### src/rtl/mem_load_unit_pkg.sv
// Shared load-unit constants: XLEN/type-width defaults and MEM_* load codes.
// mem_bytes() maps a load code to its access size in bytes (0 = illegal).
package mem_load_unit_pkg;

  localparam int XLEN_DEF         = 32;
  localparam int MEM_TYPE_LEN_DEF = 3;
  localparam int TAG_LEN_DEF      = 5;

  localparam int MEM_B  = 0;
  localparam int MEM_H  = 1;
  localparam int MEM_W  = 2;
  localparam int MEM_D  = 3;
  localparam int MEM_BU = 4;
  localparam int MEM_HU = 5;
  localparam int MEM_WU = 6;

  function automatic int mem_bytes(
    input int code,
    input int xlen
  );
    int n;
    n = 0;
    case (code)
      MEM_B, MEM_BU: n = 1;
      MEM_H, MEM_HU: n = 2;
      MEM_W:         n = 4;
      MEM_WU:        n = (xlen == 64) ? 4 : 0;
      MEM_D:         n = (xlen == 64) ? 8 : 0;
      default:       n = 0;
    endcase
    return n;
  endfunction

endpackage

### src/rtl/mem_load_unit_extract.sv
// load_extract: aligns {beat1,beat0} by byte offset, masks and extends.
// Ports: beat0/beat1 data words, offset, mem_type in; result out.
module load_extract
  import mem_load_unit_pkg::*;
#(
  parameter int XLEN         = XLEN_DEF,
  parameter int MEM_TYPE_LEN = MEM_TYPE_LEN_DEF
) (
  input  logic [XLEN-1:0]            beat0,
  input  logic [XLEN-1:0]            beat1,
  input  logic [$clog2(XLEN/8)-1:0]  offset,
  input  logic [MEM_TYPE_LEN-1:0]    mem_type,
  output logic [XLEN-1:0]            result
);

  logic [XLEN-1:0] win;

  assign win = XLEN'({beat1, beat0} >> {offset, 3'b000});

  // Keep the low `bits` bits; shift up then back down to extend.
  function automatic logic [XLEN-1:0] ext(
    input logic [XLEN-1:0] v,
    input int              bits,
    input logic            sgn
  );
    logic        [XLEN-1:0] up;
    logic signed [XLEN-1:0] s;
    up = v << (XLEN - bits);
    s  = $signed(up) >>> (XLEN - bits);
    if (sgn) return s;
    return up >> (XLEN - bits);
  endfunction

  always_comb begin
    result = win;
    case (int'(mem_type))
      MEM_B:   result = ext(win, 8, 1'b1);
      MEM_BU:  result = ext(win, 8, 1'b0);
      MEM_H:   result = ext(win, 16, 1'b1);
      MEM_HU:  result = ext(win, 16, 1'b0);
      MEM_W:   result = ext(win, 32, 1'b1);
      MEM_WU:  result = ext(win, 32, 1'b0);
      default: result = win;
    endcase
  end

endmodule

### src/rtl/mem_load_unit.sv
// Load unit: accepts a load, issues 1-2 word reads, returns aligned data.
// Ports: req_* in, mem_req_*/mem_resp_* to memory, rsp_* out.
// Macro MEM_LOAD_MISALIGNED_EN enables word-crossing loads; else they fault.
module mem_load_unit
  import mem_load_unit_pkg::*;
#(
  parameter int XLEN         = XLEN_DEF,
  parameter int MEM_TYPE_LEN = MEM_TYPE_LEN_DEF,
  parameter int TAG_LEN      = TAG_LEN_DEF
) (
  input  logic                    clk,
  input  logic                    reset,
  input  logic                    req_valid,
  output logic                    req_ready,
  input  logic [XLEN-1:0]         req_addr,
  input  logic [MEM_TYPE_LEN-1:0] req_type,
  input  logic [TAG_LEN-1:0]      req_tag,
  output logic                    mem_req_valid,
  input  logic                    mem_req_ready,
  output logic [XLEN-1:0]         mem_req_addr,
  input  logic                    mem_resp_valid,
  input  logic [XLEN-1:0]         mem_resp_data,
  output logic                    rsp_valid,
  input  logic                    rsp_ready,
  output logic [XLEN-1:0]         rsp_data,
  output logic [TAG_LEN-1:0]      rsp_tag,
  output logic                    rsp_fault
);

  localparam int NB    = XLEN / 8;
  localparam int OFF_W = $clog2(NB);

  typedef enum logic [1:0] {
    IDLE,
    REQ,
    WAIT,
    DONE
  } state_t;

  state_t state_q, state_d;

  logic [OFF_W-1:0]        off_q;
  logic [MEM_TYPE_LEN-1:0] type_q;
  logic [TAG_LEN-1:0]      tag_q;
  logic                    split_q;
  logic                    fault_q;
  logic                    beat_idx_q;
  logic [XLEN-1:0]         mem_addr_q;
  logic [XLEN-1:0]         beat0_q;
  logic [XLEN-1:0]         beat1_q;
  logic [XLEN-1:0]         ext_data;

  logic [OFF_W-1:0] acc_off;
  logic [XLEN-1:0]  acc_word;
  int               acc_bytes;
  logic             acc_split;
  logic             acc_fault;
  logic             split_fault;
  logic             accept;
  logic             beat_in;

  assign acc_off   = req_addr[OFF_W-1:0];
  assign acc_word  = {req_addr[XLEN-1:OFF_W], OFF_W'(0)};
  assign acc_bytes = mem_bytes(int'(req_type), XLEN);
  assign acc_split = (int'(acc_off) + acc_bytes) > NB;

`ifdef MEM_LOAD_MISALIGNED_EN
  assign split_fault = 1'b0;
`else
  assign split_fault = acc_split;
`endif

  assign acc_fault = (acc_bytes == 0) || split_fault;
  assign accept    = (state_q == IDLE) && req_valid;
  assign beat_in   = (state_q == WAIT) && mem_resp_valid;

  always_comb begin
    state_d       = state_q;
    req_ready     = 1'b0;
    mem_req_valid = 1'b0;
    rsp_valid     = 1'b0;
    unique case (state_q)
      IDLE: begin
        req_ready = 1'b1;
        if (req_valid)
          state_d = acc_fault ? DONE : REQ;
      end
      REQ: begin
        mem_req_valid = 1'b1;
        if (mem_req_ready)
          state_d = WAIT;
      end
      WAIT: begin
        if (mem_resp_valid)
          state_d = (split_q && !beat_idx_q)
                  ? REQ : DONE;
      end
      DONE: begin
        rsp_valid = 1'b1;
        if (rsp_ready)
          state_d = IDLE;
      end
      default: state_d = IDLE;
    endcase
  end

  always_ff @(posedge clk or posedge reset) begin
    if (reset) begin
      state_q    <= IDLE;
      off_q      <= '0;
      type_q     <= '0;
      tag_q      <= '0;
      split_q    <= 1'b0;
      fault_q    <= 1'b0;
      beat_idx_q <= 1'b0;
      mem_addr_q <= '0;
      beat0_q    <= '0;
      beat1_q    <= '0;
    end else begin
      state_q <= state_d;
      if (accept) begin
        off_q      <= acc_off;
        type_q     <= req_type;
        tag_q      <= req_tag;
        split_q    <= acc_split;
        fault_q    <= acc_fault;
        beat_idx_q <= 1'b0;
        mem_addr_q <= acc_word;
        beat0_q    <= '0;
        beat1_q    <= '0;
      end
      if (beat_in) begin
        if (!beat_idx_q)
          beat0_q <= mem_resp_data;
        else
          beat1_q <= mem_resp_data;
        if (split_q && !beat_idx_q) begin
          beat_idx_q <= 1'b1;
          mem_addr_q <= mem_addr_q + XLEN'(NB);
        end
      end
    end
  end

  load_extract #(
    .XLEN         (XLEN),
    .MEM_TYPE_LEN (MEM_TYPE_LEN)
  ) u_extract (
    .beat0    (beat0_q),
    .beat1    (beat1_q),
    .offset   (off_q),
    .mem_type (type_q),
    .result   (ext_data)
  );

  assign mem_req_addr = mem_addr_q;
  assign rsp_tag      = tag_q;
  assign rsp_fault    = (state_q == DONE) && fault_q;
  assign rsp_data     = (state_q == DONE && !fault_q)
                      ? ext_data : '0;

endmodule

### config.mk
export PLATFORM = sky130hd
export DESIGN_NAME = mem_load_unit
export DESIGN_NICKNAME = d
export VERILOG_FILES = /design/src/rtl/mem_load_unit_pkg.sv /design/src/rtl/mem_load_unit_extract.sv /design/src/rtl/mem_load_unit.sv
export SDC_FILE = /design/constraint.sdc
export NUM_CORES = 1
export LEC_CHECK = 0
export CORE_ASPECT_RATIO = 1.75
export CORE_MARGIN = 5
export CORE_UTILIZATION = 53
export CTS_CLUSTER_DIAMETER = 120
export DETAILED_ROUTE_END_ITERATION = 12
export GPL_TIMING_DRIVEN = 1
export PLACE_DENSITY = 0.9
export SLEW_MARGIN = 0
export SYNTH_ARGS = -nofsm -noshare
export SYNTH_HDL_FRONTEND = slang
export SYNTH_SLANG_ARGS = --single-unit
### constraint.sdc
create_clock -name clk -period 7.1 [get_ports clk]
set_clock_uncertainty 0.1 [all_clocks]
set_input_delay 1.775 -clock clk [delete_from_list [all_inputs] [get_ports clk]]
set_output_delay 1.775 -clock clk [all_outputs]
set_load 0.01 [all_outputs]
# After elaboration in Yosys (flattened, before gate mapping)
# Index checks and enable logic that the tools add are counted.
[word_totals] register_bits=111 in_bits=78 output_inout_bits=73 word_cells=72
[op_classes] n_addsub=2 n_lt_le_gt_ge=1 eq_ne=14 shifts=1 n_mux=29 n_reduce_logical=15
[ops] operator="$mux 32" count=12
[ops] operator="$pmux 32 s4" count=1
[ops] operator="$shr 64x5->32" count=1
[ops] operator="$add 3x32->32" count=1
[ops] operator="$add 32x3->32 const B" count=1
[ops] operator="$gt 32x4->1 const B" count=1
[ops] operator="$logic_not 32->1" count=1
[ops] operator="$eq 3x3->1 const B" count=4
[ops] operator="$mux 2" count=6
[ops] operator="$pmux 3 s3" count=1
[ops] operator="$mux 1" count=8
[ops] operator="$ne 2x2->1 const B" count=4
[ops] operator="$pmux 2 s4" count=1
[ops] operator="$eq 3x1->1 const B" count=2
[ops] operator="$logic_not 3->1" count=2
[ops] operator="$logic_and 1x1->1" count=5
[ops] operator="$eq 2x2->1 const B" count=2
[ops] operator="$reduce_and 4->1" count=1
[ops] operator="$reduce_or 2->1" count=2
[ops] operator="$eq 3x2->1 const B" count=1
[ops] operator="$eq 2x1->1 const B" count=1
[ops] operator="$logic_not 1->1" count=2
[ops] operator="$logic_not 2->1" count=1
[ops] operator="$logic_or 1x1->1" count=1

# Longest topological paths before layout
[depth] depth_word=9 mapped_depth=8 ltp_nobuf=7

# Cells and area by module
# Synthesis repeated with hierarchy kept, for this count alone.
[hier_totals] cells_unflattened=717 area_unflattened_um2=6432.4
[by_module_without_submodules] mod="mem_load_unit" n_inst=1 cells_each=616 area_each_um2=5312.6 seq_area_each_um2=2777.7
[by_module_without_submodules] mod="load_extract" n_inst=1 cells_each=101 area_each_um2=1119.8 seq_area_each_um2=0.0

# Least setup slack after synthesis
# No wires, ideal clock.
[synth_timing] path_kind="register to output" start="register off_q[1]" end="output rsp_data[20]" t_arrival_ns=1.705 required_time_ns=5.225 slack_ns=3.520 path_stages_with_launch=8 path_buffers=2 path_cell_list="dfrtp_1 clkbuf_1 mux2_2 o2bb2ai_1 o211a_1 nand2b_1 clkbuf_1 o21ai_0"
[synth_between] elab_chain_len=4 elab_cells_between_ends=5 cone_classes="1 x shift; 4 x mux"
[synth_lines] element="start, declared" line="mem_load_unit.sv:42" source="logic [OFF_W-1:0] off_q;"
[synth_lines] element="start signal, assigned" line="mem_load_unit.sv:122" source="off_q <= acc_off;"
[synth_lines] element="$shr 64x5->32 (*)" line="mem_load_unit_extract.sv:18" source="assign win = XLEN'({beat1, beat0} >> {offset, 3'b000});"
[synth_lines] element="$mux 32" line="mem_load_unit_extract.sv:31" source="return up >> (XLEN - bits);"
[synth_lines] element="$pmux 32 s4 (*)" line="mem_load_unit_extract.sv:36" source="case (int'(mem_type))"
[synth_lines] element="$mux 32 (*)" line="mem_load_unit.sv:160" source="? ext_data : '0;"
[synth_lines] element="end, declared" line="mem_load_unit.sv:25" source="output logic [XLEN-1:0] rsp_data,"
# Mark *: on every way between the ends. The rest lies on a longest branch, timed or not.

# Final worst setup path
[layout_timing] start="register off_q[1]" end="output rsp_data[18]"
# Same word-level chain as after synthesis.

==> metrics <==
number of cells produced by synthesis 708; sort of element at the end of the critical path primary output; final layout net count just over 900; CP Launch Type register; cell types occupying the most area after synthesis sky130_fd_sc_hd__dfrtp_1, sky130_fd_sc_hd__nand2_1, sky130_fd_sc_hd__o21ai_0; synth cell count leaders sky130_fd_sc_hd__nand2_1, sky130_fd_sc_hd__dfrtp_1, sky130_fd_sc_hd__o21ai_0; share of post-route cells with drive strength above 1 8.41%; sum of negative setup slack 0 ns; detailed-route via count 5682; async set-reset flop share out of synthesis 100%; hold-fix buffer count after cts 0; Critical Path RT 5.22 ns; Clock Path Buffers 2; GRT Util Overall 26.3%; Max rail drop VDD roughly 0.26 mV; number of iterations in the first detailed-routing pass 5; share of the synthesized area in the top cell type 43.5%; number of core rows approximately 50; worst setup path class reg -> out; Distinct cells, synth 60; internal power about 1800 uW; final critical-path share of the clock period 71.9%; sw frac 42.3%; clock tree from TritonCTS built; starting density of the core 53.6%; register bit total from synthesis around 100; post-layout min period slightly above 5 ns; met1 routed wirelength after detailed routing 6.38 mm; register-to-register path setup slack between 4 and 5 ns; top layer used by detailed routing met4; DRC errors left 0; total net switching power 1320 uW; Chip Height about 150 um; result of the run finished clean; Skew-Pair Late Insertion Delay approximately 0.35 ns; H-tree levels 3; largest fanout on the critical path 41; standard cell core area 11000 um^2; met2 routed WL 9.54 mm; worst rel slew slack 26.9%; relative contribution of sequential cells to total power about two fifths; postcts setup bufs 0; Hold Path Class reg -> reg; part of the total power dissipated in the clock network 14.9%; area of the die ~13000 um^2; worst hold stages 2; area overhead of the layout relative to synthesis 30.3%; routability congestion estimate from global placement 0.932; wire length of the first global-routing pass 29.0 mm; maximum number of pins on one net before global-route repair 67; post-cts repair resize count 0; synthesized area divided by synthesized cell count 8.36 um^2; endpoints failing hold 0; clock sink total 103; worst slew pin tran 1.09 ns; number of cells on the worst reg-to-reg path 5; PortBufs 150; number of flops mapped to enable cells by yosys 0; cell taking the most area after synthesis sky130_fd_sc_hd__dfrtp_1; Leak Pwr 0.00330 uW; arrival time of data at the critical path endpoint around 3.2 ns; maxcap violations 0; worst hold slack 0.388 ns; Boundary Pins 151; power density relative to cell area 403 nW/um^2; share of power burned in combinational logic between 40 and 50%; count of final setup violators 0; unrepaired setup endpoints after global routing false; sequential area share after synthesis 43.5%; Slew Viols, Final 0; RR Startpoint state_q[1]$_DFFE_PP0P_; die span in x about 90 um; number of buffers created by CTS 9; end of the worst hold path rsp_tag[0]$_DFFE_PP0P_; number of antenna repair diodes 0; via count of the first global-routing pass 5901; most used standard cell by instance count after synthesis sky130_fd_sc_hd__nand2_1; DR vias/cell 5.89; Reg clk slew, reported paths roughly 0.070 ns; average wire length per cell after detail routing roughly 18 um; DRT antenna net count 0; dpl hpwl 12.9 mm; maximum operating frequency 196 MHz; initial antenna violation count 0; number of design-rule violations left by the first detailed-router iteration 383; area of the mapped netlist 5920 um^2; cell chosen for the clock root sky130_fd_sc_hd__clkbuf_16; number of warnings reported in the yosys synthesis log 0; primary flip-flop cell chosen by synthesis mapping sky130_fd_sc_hd__dfrtp_1; end of the worst register-to-register path mem_req_addr[31]$_DFF_PP0_; wirelength, routed between 15 and 20 mm; post-synth net total 790; length of routed met3 wiring around 900 um; launch point of the worst hold path rsp_tag[0]$_DFFE_PP0P_; GRT overflow 0
==> kinds of logic after synthesis <==
| family | share of synthesized area (%) |
|---|---|
| buffers and inverters | 4.14 |
| xor gates and xnor gates | 0.296 |
| adders and majority gates | 0.972 |
| DFF | 43.5 |
| muxes | 7.59 |
| and+or+nand+nor | 26.8 |
| AOI/OAI and AO/OA | 16.7 |
==> how the worst max path moves through the flow <==
stage                     slack [ns]            startpoint  cells past startpoint                   end
after floorplan                 2.52                 reset                      1  beat0_q[0]$_DFF_PP0_
after global placement          2.51  off_q[1]$_DFFE_PP0P_                      6          rsp_data[11]
after detailed placement        2.37  off_q[1]$_DFFE_PP0P_                      6          rsp_data[18]
after CTS                       2.00  off_q[1]$_DFFE_PP0P_                      6          rsp_data[18]
after global routing            1.82  off_q[1]$_DFFE_PP0P_                      6          rsp_data[30]
final                           2.00  off_q[1]$_DFFE_PP0P_                      6          rsp_data[18]
==> layout make-up <==
cell class | count | area, um^2
fillers | 892 | 3320
multi-input cells | 548 | 3110
flip-flops and latches | 103 | 2580
repair buffers | 156 | 1550
clock buffers | 10 | 229
well taps | 132 | 165
clock inverters | 6 | 46.3
inverters | 9 | 36.3
==> placed cells by master (no fill, tap or decap), types with 3 or more instances in the layout <==
master	count
sky130_fd_sc_hd__nand2_1	191
sky130_fd_sc_hd__clkdlybuf4s50_1	150
sky130_fd_sc_hd__dfrtp_1	102
sky130_fd_sc_hd__o21ai_0	63
sky130_fd_sc_hd__nor2_1	45
sky130_fd_sc_hd__nand3_1	40
sky130_fd_sc_hd__a21oi_1	36
sky130_fd_sc_hd__mux2i_1	28
sky130_fd_sc_hd__mux2_2	15
sky130_fd_sc_hd__o211ai_1	12
sky130_fd_sc_hd__or2_2	9
sky130_fd_sc_hd__a211oi_1	9
sky130_fd_sc_hd__clkbuf_16	9
sky130_fd_sc_hd__inv_1	8
sky130_fd_sc_hd__nor3_1	8
sky130_fd_sc_hd__and3_1	8
sky130_fd_sc_hd__o22ai_1	6
sky130_fd_sc_hd__buf_4	6
sky130_fd_sc_hd__nor2b_1	5
sky130_fd_sc_hd__or3_1	5
sky130_fd_sc_hd__and2_1	4
sky130_fd_sc_hd__nand4_1	4
sky130_fd_sc_hd__a31oi_1	4
sky130_fd_sc_hd__nand2b_1	3
sky130_fd_sc_hd__nor3_2	3
sky130_fd_sc_hd__a311oi_2	3
sky130_fd_sc_hd__a311oi_1	3
sky130_fd_sc_hd__ha_1	3
==> layer usage <==
layer  track usage [%]  up-vias
met5                 0        -
li1                  -     2702
met4              12.1        0
met1              28.5     2712
met3              5.33       48
met2              48.5      220
==> sequential cells by signal, summed over array words and instances, names as in the netlist <==
| signal | count |
|---|---|
| beat0_q | 32 |
| beat1_q | 24 |
| beat_idx_q | 1 |
| fault_q | 1 |
| mem_req_addr | 32 |
| off_q | 2 |
| rsp_tag | 5 |
| split_q | 1 |
| state_q | 2 |
| type_q | 3 |
==> worst max-delay path, cell delays in order, from the launching register on <==
cell and delay [ns]:
sky130_fd_sc_hd__dfrtp_2 1.06, sky130_fd_sc_hd__mux2_2 0.43, sky130_fd_sc_hd__o2bb2ai_1 0.13, sky130_fd_sc_hd__o211a_1 0.26, sky130_fd_sc_hd__nand2b_1 0.31, sky130_fd_sc_hd__o21ai_0 0.17
sky130_fd_sc_hd__clkdlybuf4s50_1 0.52
==> per-stage QoR <==
| step | cell area [um^2] | utilization [%] | setup slack (ns) | total power (uW) | std cells |
|---|---|---|---|---|---|
| finish | 7720 | 69.9 | 2.00 | 3110 | 964 |
| global route | 7720 | 69.9 | 1.82 | 3340 | 964 |
| CTS | 7720 | 69.9 | 2.00 | 3110 | 964 |
| detailed placement | 7440 | 67.4 | 2.37 | 2640 | 948 |
| global placement | 7440 | 67.4 | 2.51 | 2570 | 948 |
| floorplan | 5920 | - | 2.52 | 2030 | 708 |
==> power groups by stage <==
stage / sequential, uW / combinational, uW / clock [uW]
final: 1190 / 1460 / 465
after CTS: 1180 / 1460 / 471
after global placement: 1160 / 1410 / 0
after detailed placement: 1190 / 1450 / 0
after global routing: 1230 / 1610 / 497
after floorplan: 1100 / 924 / 0
Note: power is estimated with default switching activity, not from simulation.
